`src/rtl/lich_pkg.sv`:
```
// lich_pkg: shared mode enum, BCD constants and BCD helpers for the calendar counter
package lich_pkg;
   typedef enum logic [1:0] {CHAY, CHINH_NGAY, CHINH_THANG, CHINH_NAM} che_do_t;
   localparam logic [7:0] BCD_01 = 8'h01;
   localparam logic [7:0] BCD_12 = 8'h12;
   localparam logic [7:0] BCD_99 = 8'h99;
   function automatic logic [7:0] bcd_tang(input logic [7:0] x);
      return x == BCD_99 ? 8'h00 :
             x[3:0] == 4'd9 ? {x[7:4] + 4'd1, 4'd0} : {x[7:4], x[3:0] + 4'd1};
   endfunction
   // divisible by 4: even tens with units 0/4/8, odd tens with units 2/6
   function automatic logic la_nam_nhuan(input logic [7:0] x);
      return x[4] ? (x[3:0] == 4'd2 || x[3:0] == 4'd6) :
                    (x[3:0] == 4'd0 || x[3:0] == 4'd4 || x[3:0] == 4'd8);
   endfunction
endpackage

```
`src/rtl/ngay_toi_da.sv`:
```
// ngay_toi_da: number of days in a BCD month, given the leap-year flag
module ngay_toi_da (
   input  logic [7:0] thang,
   input  logic       nhuan,
   output logic [7:0] max_day
);
   always_comb
      max_day = thang == 8'h02 ? (nhuan ? 8'h29 : 8'h28) :
                (thang == 8'h04 || thang == 8'h06 || thang == 8'h09 || thang == 8'h11) ? 8'h30 : 8'h31;
endmodule

```
`src/rtl/dem_ngay_thang_nam.sv`:
```
// dem_ngay_thang_nam: BCD day/month/year calendar with a button-driven set mode.
// Macro CENTURY_EN adds the century register the_ky and the full Gregorian leap rule.
module dem_ngay_thang_nam
   import lich_pkg::*;
#(
   parameter logic [7:0] NGAY_RESET  = 8'h01,
   parameter logic [7:0] THANG_RESET = 8'h01,
   parameter logic [7:0] NAM_RESET   = 8'h00
`ifdef CENTURY_EN
   , parameter logic [7:0] THE_KY_RESET = 8'h20
`endif
) (
   input  logic       clk,
   input  logic       rst,
   input  logic       tang_ngay,
   input  logic       nut_chon,
   input  logic       nut_tang,
   output logic [7:0] ngay,
   output logic [7:0] thang,
   output logic [7:0] nam,
   output logic [1:0] che_do
`ifdef CENTURY_EN
   , output logic [7:0] the_ky
`endif
);
   che_do_t st;
   logic [7:0] thang_moi, nam_moi, max_day, max_moi;
   logic nhuan, nhuan_moi;
   assign che_do = st;
   // candidate month/year after a set-mode increment, used for the day clamp
   always_comb begin
      thang_moi = st == CHINH_THANG ? (thang == BCD_12 ? BCD_01 : bcd_tang(thang)) : thang;
      nam_moi   = st == CHINH_NAM ? bcd_tang(nam) : nam;
`ifdef CENTURY_EN
      nhuan     = la_nam_nhuan(nam == 8'h00 ? the_ky : nam);
      nhuan_moi = la_nam_nhuan(nam_moi == 8'h00 ? the_ky : nam_moi);
`else
      nhuan     = la_nam_nhuan(nam);
      nhuan_moi = la_nam_nhuan(nam_moi);
`endif
   end
   ngay_toi_da u_max     (.thang(thang),     .nhuan(nhuan),     .max_day(max_day));
   ngay_toi_da u_max_moi (.thang(thang_moi), .nhuan(nhuan_moi), .max_day(max_moi));
   always_ff @(posedge clk or posedge rst)
      if (rst) begin
         st    <= CHAY;
         ngay  <= NGAY_RESET;
         thang <= THANG_RESET;
         nam   <= NAM_RESET;
`ifdef CENTURY_EN
         the_ky <= THE_KY_RESET;
`endif
      end else begin
         if (nut_chon)
            st <= che_do_t'(st + 2'd1);
         if (st == CHAY && tang_ngay) begin
            if (ngay < max_day)
               ngay <= bcd_tang(ngay);
            else begin
               ngay  <= BCD_01;
               thang <= thang == BCD_12 ? BCD_01 : bcd_tang(thang);
               if (thang == BCD_12) begin
                  nam <= bcd_tang(nam);
`ifdef CENTURY_EN
                  if (nam == BCD_99)
                     the_ky <= bcd_tang(the_ky);
`endif
               end
            end
         end else if (st != CHAY && nut_tang && !nut_chon) begin
            if (st == CHINH_NGAY)
               ngay <= ngay >= max_day ? BCD_01 : bcd_tang(ngay);
            else begin
               thang <= thang_moi;
               nam   <= nam_moi;
               ngay  <= ngay > max_moi ? max_moi : ngay;
            end
         end
      end
endmodule

```
`config.mk`:
```
export PLATFORM = sky130hd
export DESIGN_NAME = dem_ngay_thang_nam
export DESIGN_NICKNAME = d
export VERILOG_FILES = /design/src/rtl/lich_pkg.sv /design/src/rtl/ngay_toi_da.sv /design/src/rtl/dem_ngay_thang_nam.sv
export SDC_FILE = /design/constraint.sdc
export NUM_CORES = 1
export LEC_CHECK = 0
export CAP_MARGIN = 5
export CELL_PAD_IN_SITES_DETAIL_PLACEMENT = 0
export CELL_PAD_IN_SITES_GLOBAL_PLACEMENT = 2
export CORE_MARGIN = 2
export CORE_UTILIZATION = 37
export CTS_BUF_LIST = sky130_fd_sc_hd__clkbuf_4 sky130_fd_sc_hd__clkbuf_8
export DETAILED_ROUTE_END_ITERATION = 12
export PLACE_DENSITY = 0.87
export SYNTH_ARGS = -nofsm -noshare
export SYNTH_HDL_FRONTEND = slang
export SYNTH_SLANG_ARGS = --single-unit
```
`constraint.sdc`:
```
create_clock -name clk -period 5.6 [get_ports clk]
set_input_delay 1.12 -clock clk [delete_from_list [all_inputs] [get_ports clk]]
set_output_delay 1.12 -clock clk [all_outputs]
set_load 0.03 [all_outputs]
```
Yosys cells after proc, flatten, opt, wreduce, memory -nomap -nowiden
Index checks and enable logic that the tools add are counted.
{"block": "word_totals", "ff_bits": 26, "latch_bits": 0, "mem_bits_rw": 0, "rom_bits": 0, "in_bits": 5, "output_inout_bits": 26, "n_memories": 0}
{"block": "op_classes", "add_sub_neg": 7, "mul": 0, "div": 0, "magnitude_cmp": 3, "eq_ne": 31, "shift": 0, "n_mux": 32, "bitwise": 0, "n_reduce_logical": 27}
{"cell": "$mux W8", "n": 26}
{"cell": "$eq A8 B3 Y1 const B", "n": 4}
{"cell": "$add A4 B1 Y4 const B", "n": 6}
{"cell": "$eq A8 B5 Y1 const B", "n": 3}
{"cell": "$eq A8 B8 Y1 const B", "n": 3}
{"cell": "$eq A4 B4 Y1 const B", "n": 5}
{"cell": "$eq A4 B3 Y1 const B", "n": 4}
{"cell": "$eq A8 B2 Y1 const B", "n": 2}
{"cell": "$eq A8 B4 Y1 const B", "n": 2}
{"cell": "$logic_or A1 B1 Y1", "n": 12}
{"cell": "$eq A4 B2 Y1 const B", "n": 2}
{"cell": "$ge A8 B8 Y1", "n": 1}
{"cell": "$gt A8 B8 Y1", "n": 1}
{"cell": "$logic_not A4 Y1", "n": 2}
{"cell": "$lt A8 B8 Y1", "n": 1}
{"cell": "$mux W1", "n": 6}
{"cell": "$ne A2 B2 Y1 const B", "n": 3}
{"cell": "$reduce_bool A2 Y1", "n": 3}
{"cell": "$reduce_and A5 Y1", "n": 1}
{"cell": "$eq A2 B2 Y1 const B", "n": 2}
{"cell": "$reduce_and A4 Y1", "n": 1}
{"cell": "$logic_and A1 B1 Y1", "n": 3}
{"cell": "$reduce_and A3 Y1", "n": 1}
{"cell": "$reduce_bool A3 Y1", "n": 1}
{"cell": "other kinds (5)", "n": 5}

Depth between registers and ports, before layout
{"block": "depth", "ltp_word": 16, "depth_mapped": 16}

By module
Synthesis repeated with hierarchy kept, for this count alone.
{"block": "unflattened", "hier_cells": 342, "hier_area_um2": 2666.3}
{"module": "dem_ngay_thang_nam", "instances": 1, "cells_per_inst": 304, "area_each_um2": 2413.6, "seq_area_each_um2": 653.1}
{"module": "ngay_toi_da", "instances": 2, "cells_per_inst": 19, "area_each_um2": 126.4, "seq_area_each_um2": 0.0}

Worst setup path before layout
Ideal clock, no wire load.
{"block": "synth_path", "path_kind": "reg-to-reg", "start": "reg thang[4]", "end": "reg ngay[2]", "arrival_time_ns": 3.491, "path_slack_ns": 1.987, "stages_incl_launch_ff": 13, "n_path_buf": 0, "path_cell_list": "dfrtp_1 ha_1 or3b_2 o21ai_0 a21oi_1 o31ai_1 nand2_1 ha_1 a41oi_1 o21ai_0 a31oi_1 o21ai_0 a32o_1"}
{"block": "synth_via", "elab_chain_cells": 14}
{"element": "from (decl)", "line_no": "dem_ngay_thang_nam.sv:19", "text": "output logic [7:0] thang,"}
{"element": "from (signal assigned)", "line_no": "dem_ngay_thang_nam.sv:61", "text": "thang <= thang == BCD_12 ? BCD_01 : bcd_tang(thang);"}
{"element": "from (signal assigned)", "line_no": "dem_ngay_thang_nam.sv:74", "text": "thang <= thang_moi;"}
{"element": "$add A4 B1 Y4", "line_no": "lich_pkg.sv:9", "text": "x[3:0] == 4'd9 ? {x[7:4] + 4'd1, 4'd0} : {x[7:4], x[3:0] + 4'd1};"}
{"element": "$mux W8 (3 in series)"}
{"element": "$mux W8", "line_no": "dem_ngay_thang_nam.sv:32", "text": "thang_moi = st == CHINH_THANG ? (thang == BCD_12 ? BCD_01 : bcd_tang(thang)) : thang;"}
{"element": "$eq A8 B3 Y1", "line_no": "ngay_toi_da.sv:9", "text": "(thang == 8'h04 || thang == 8'h06 || thang == 8'h09 || thang == 8'h11) ? 8'h30 : 8'h31;"}
{"element": "$logic_or A1 B1 Y1 (3 in series)", "line_no": "ngay_toi_da.sv:9"}
{"element": "$mux W1", "line_no": "ngay_toi_da.sv:9"}
{"element": "$mux W8", "line_no": "ngay_toi_da.sv:8", "text": "max_day = thang == 8'h02 ? (nhuan ? 8'h29 : 8'h28) :"}
{"element": "$gt A8 B8 Y1", "line_no": "dem_ngay_thang_nam.sv:76", "text": "ngay <= ngay > max_moi ? max_moi : ngay;"}
{"element": "$reduce_bool A3 Y1 (no source line)"}
{"element": "$reduce_and A2 Y1 (no source line)"}
{"element": "to (signal assigned)", "line_no": "dem_ngay_thang_nam.sv:58", "text": "ngay <= bcd_tang(ngay);"}
{"element": "to (signal assigned)", "line_no": "dem_ngay_thang_nam.sv:72", "text": "ngay <= ngay >= max_day ? BCD_01 : bcd_tang(ngay);"}
{"element": "to (signal assigned)", "line_no": "dem_ngay_thang_nam.sv:76"}
{"element": "to (decl)", "line_no": "dem_ngay_thang_nam.sv:18", "text": "output logic [7:0] ngay,"}
Parallel ways exist; a longest one is shown, timed or not. The select of a mux whose other input is x is not followed.
A chain may end at the register's enable or synchronous reset.

Worst setup path in the final report
{"block": "layout_path", "start": "reg thang[0]", "end": "reg ngay[2]"}
{"block": "layout_via", "elab_chain_cells": 14}
{"element": "$add A4 B1 Y4 or $eq A4 B4 Y1 (tied branches)", "line_no": "lich_pkg.sv:9"}
{"element": "$mux W8 (3 in series)"}
{"element": "$mux W8", "line_no": "dem_ngay_thang_nam.sv:32"}
{"element": "$eq A8 B3 Y1", "line_no": "ngay_toi_da.sv:9"}
{"element": "$logic_or A1 B1 Y1 (3 in series)", "line_no": "ngay_toi_da.sv:9"}
{"element": "$mux W1", "line_no": "ngay_toi_da.sv:9"}
{"element": "$mux W8", "line_no": "ngay_toi_da.sv:8"}
{"element": "$gt A8 B8 Y1", "line_no": "dem_ngay_thang_nam.sv:76"}
{"element": "$reduce_bool A3 Y1 (no source line)"}
{"element": "$reduce_and A2 Y1 (no source line)"}
Parallel ways exist; a longest one is shown, timed or not. The select of a mux whose other input is x is not followed.

==> impl_results.md <==
* Status: complete, no violations
* Row Count at 28
* Layout area overhead at 17.7%
* Synth Warn # at 0
* Comb power frac at roughly three fifths
* Fill cells at 590
* IO buf count at 30
* Hold Path Sink: ngay[6]$_DFFE_PP0P_
* Worst flop-to-flop path endpoint: ngay[2]$_DFFE_PP0P_
* Critical Path Start Type: flop
* Setup WS post-layout at 1590 ps
* Setup Fix Bufs, Post-CTS at 0
* Pre-antenna DRT Iters at 4
* R2R Setup Slk at 1590 ps
* Post-layout util at ~45%
* Final #Nets at roughly 320
* Max Slew Vio Count at 0
* Count leader, synth: nand2_1
* Post-CTS Hold Buffers at 0
* Final Hold Slack at 547 ps
* Final worst-path cycle share at a little under three quarters
* Post-CTS sizing at 0
* Worst slew pin tran at just under 1000 ps
* Maxcap violations at 0
* Drt drc at 0
* RSZ-0062 raised after global routing: false
* Sequential Power Share at between 30% and 40%
* Switching share of power at 51.0%
* Worst Hold Path Cells at 2
* Hold Crit Class: reg2reg
* TritonCTS clock tree: yes
* Die Ht at approximately 82 um
* Worst Path Required at roughly 5800 ps
* Dpl ws at about 1700 ps
* Initial antenna violation count at 0
* Clock root buffer master: clkbuf_8
* Post-synthesis register bit count at 26
* Syn Std Cell Area at 2250 um^2
* Vias in the first global route at ~1900
* Synth top cells by count: nand2_1, dfrtp_1, inv_1, o21ai_0
* Global-route wire length before repair at a little over 9000 um
* EDFF count, synth at 0
* Setup_tns at 0 ps
* Clock sinks at 26
* Leak at about 1.1 nW
* Cts bufs inserted at 3
* IO Count at 31
* Clk pwr share at a little over 9%
* Syn Nets at roughly 290
* Async SR Flop Fraction at between 90% and 100%
* Largest area contributor in the netlist: dfrtp_1
* P_int at about 0.68 mW
* Starting Density at around two fifths
* Post-DP HPWL at around 4100 um
* Worst hold start: ngay[6]$_DFFE_PP0P_
* Die footprint at 6730 um^2
* Peak VDD IR at roughly 0.26 mV
* Final wirelength at 5570 um
* Path depth of the worst reg2reg path at 12
* Antenna-violating nets left at 0
* Drt initial violations at 150
* GRT overflow at 0
* Syn Inst Count at ~270
* Min Tclk post-route at about 4000 ps
* Net Sw Power at about 0.7 mW
* Max Clk Rate at about 250 MHz
* Total global-route track usage at roughly 18%
* Layout cells sized above 1 at between 6 and 7%
* # H-tree levels at 1
* Critical path startpoint: thang[0]$_DFFE_PP1P_
* Top cells by area, synth: dfrtp_1, ha_1, nand2_1, o21ai_0, inv_1
* Clock Latency Late Sink at ~270 ps
* Dominant synthesized flop cell: dfrtp_1
* WP data arrival at 4180 ps
* Max_slew headroom at between 30% and 40%
* Largest net degree at the start of global routing at 27
* Via Count at around 2100
* Avg Inst Size Synth at 8.41 um^2
* Hold violation total from the final report at 0
* Power Density at 523 nW/um^2
* Vias per cell at ~5.7
* Register area share after synthesis at ~29%
* Core Area at about 5900 um^2
* Setup violators final at 0
* Reg-to-Reg Start: thang[0]$_DFFE_PP1P_
* Crit Path Max Fanout at 20
* Max Root-Sink Buffers at 2
* Netlist cell types at 65
* RePlAce Congestion at 0.837
* Setup Skew at 2.39 ps
* Critical Setup Path Class: reg2reg
* Diode count at 0
* Synth top area share at roughly a quarter
* Routed wire length per instance at 15.2 um
* CP endpoint kind: flop
* Die Span X at between 80 and 90 um
* Clock transition at path regs at approximately 90 ps
per-stage QoR:
| stage | total power, mW | area [um^2] | cells |
|---|---|---|---|
| global route | 1.51 | 2650 | 366 |
| global placement | 1.27 | 2600 | 362 |
| detailed placement | 1.26 | 2600 | 362 |
| floorplan | 1.00 | 2250 | 268 |
| CTS | 1.39 | 2650 | 366 |
| finish | 1.39 | 2650 | 366 |
state kept, by name (all words and copies together), names as in the netlist:
name,cells
ngay,8
nam,8
thang,8
che_do,2
final cells by class:
class	instances	area (um^2)	share of cell area, %
Clock buffer	4	55.1	2.08
Inverter	20	75.1	2.83
Multi-Input combinational cell	211	1470	55.6
Sequential cell	26	653	24.6
Tap cell	75	93.8	3.54
Timing Repair Buffer	30	300	11.3
cell families (layout without fill, tap and decap cells):
group           count (synthesis)  count (layout)  share of synthesized area [%]
simple gates                   92              92                           21.8
buf+inv                        31              54                           5.61
compound gates                 85              85                           26.4
flops                          26              26                           29.0
fa+ha+maj                      19              19                           10.5
xor+xnor                        7               7                           2.72
mux                             8               8                           3.94
power groups by stage:
stage	Clock [mW]	Combinational, mW	Sequential, mW
5_1_grt	0.141	0.935	0.437
4_1_cts	0.132	0.844	0.415
6_report	0.126	0.845	0.416
2_1_floorplan	0	0.540	0.461
3_3_place_gp	0	0.847	0.419
3_5_place_dp	0	0.839	0.417
per-layer routing:
layer	GRT usage, %	share of wire (%)	vias to the layer above
li1	-	-	1031
met1	25.9	50	998
met2	27.5	46	49
met5	0	0	-
met3	1.98	3.3	7
met4	4.50	1.1	0
cell usage in the layout (no fill, tap or decap), types with 4 or more instances in the layout:
cell and n:
dfrtp_1 24, a21oi_1 14, o21ai_0 20, nor2b_1 5, nand3_1 8, mux2i_1 4
clkdlybuf4s50_1 30, inv_1 20, clkbuf_8 4, a31oi_1 10, xnor2_1 4, ha_1 19
a211oi_1 4, nor2_1 19, nand2_1 28
worst max-delay path: stages, from the launching register on:
cell and delay (ps):
dfstp_2 750, nor4bb_1 640, o21ai_0 270, nor3_1 270, o221ai_1 140, o31ai_1 110, nand2_1 90, ha_1 290
a41oi_1 190, o21ai_0 120, a31oi_1 580, o21ai_0 210, a32o_1 240
worst max-delay path by stage:
stage | to | slack (ps) | cells after the start
2_1_floorplan | ngay[2]$_DFFE_PP0P_ | 1990 | 12
6_report | ngay[2]$_DFFE_PP0P_ | 1590 | 12
3_5_place_dp | ngay[2]$_DFFE_PP0P_ | 1680 | 13
4_1_cts | ngay[2]$_DFFE_PP0P_ | 1660 | 12
3_3_place_gp | ngay[2]$_DFFE_PP0P_ | 1750 | 12
5_1_grt | ngay[2]$_DFFE_PP0P_ | 1210 | 12
Note: power is estimated with default switching activity, not from simulation.
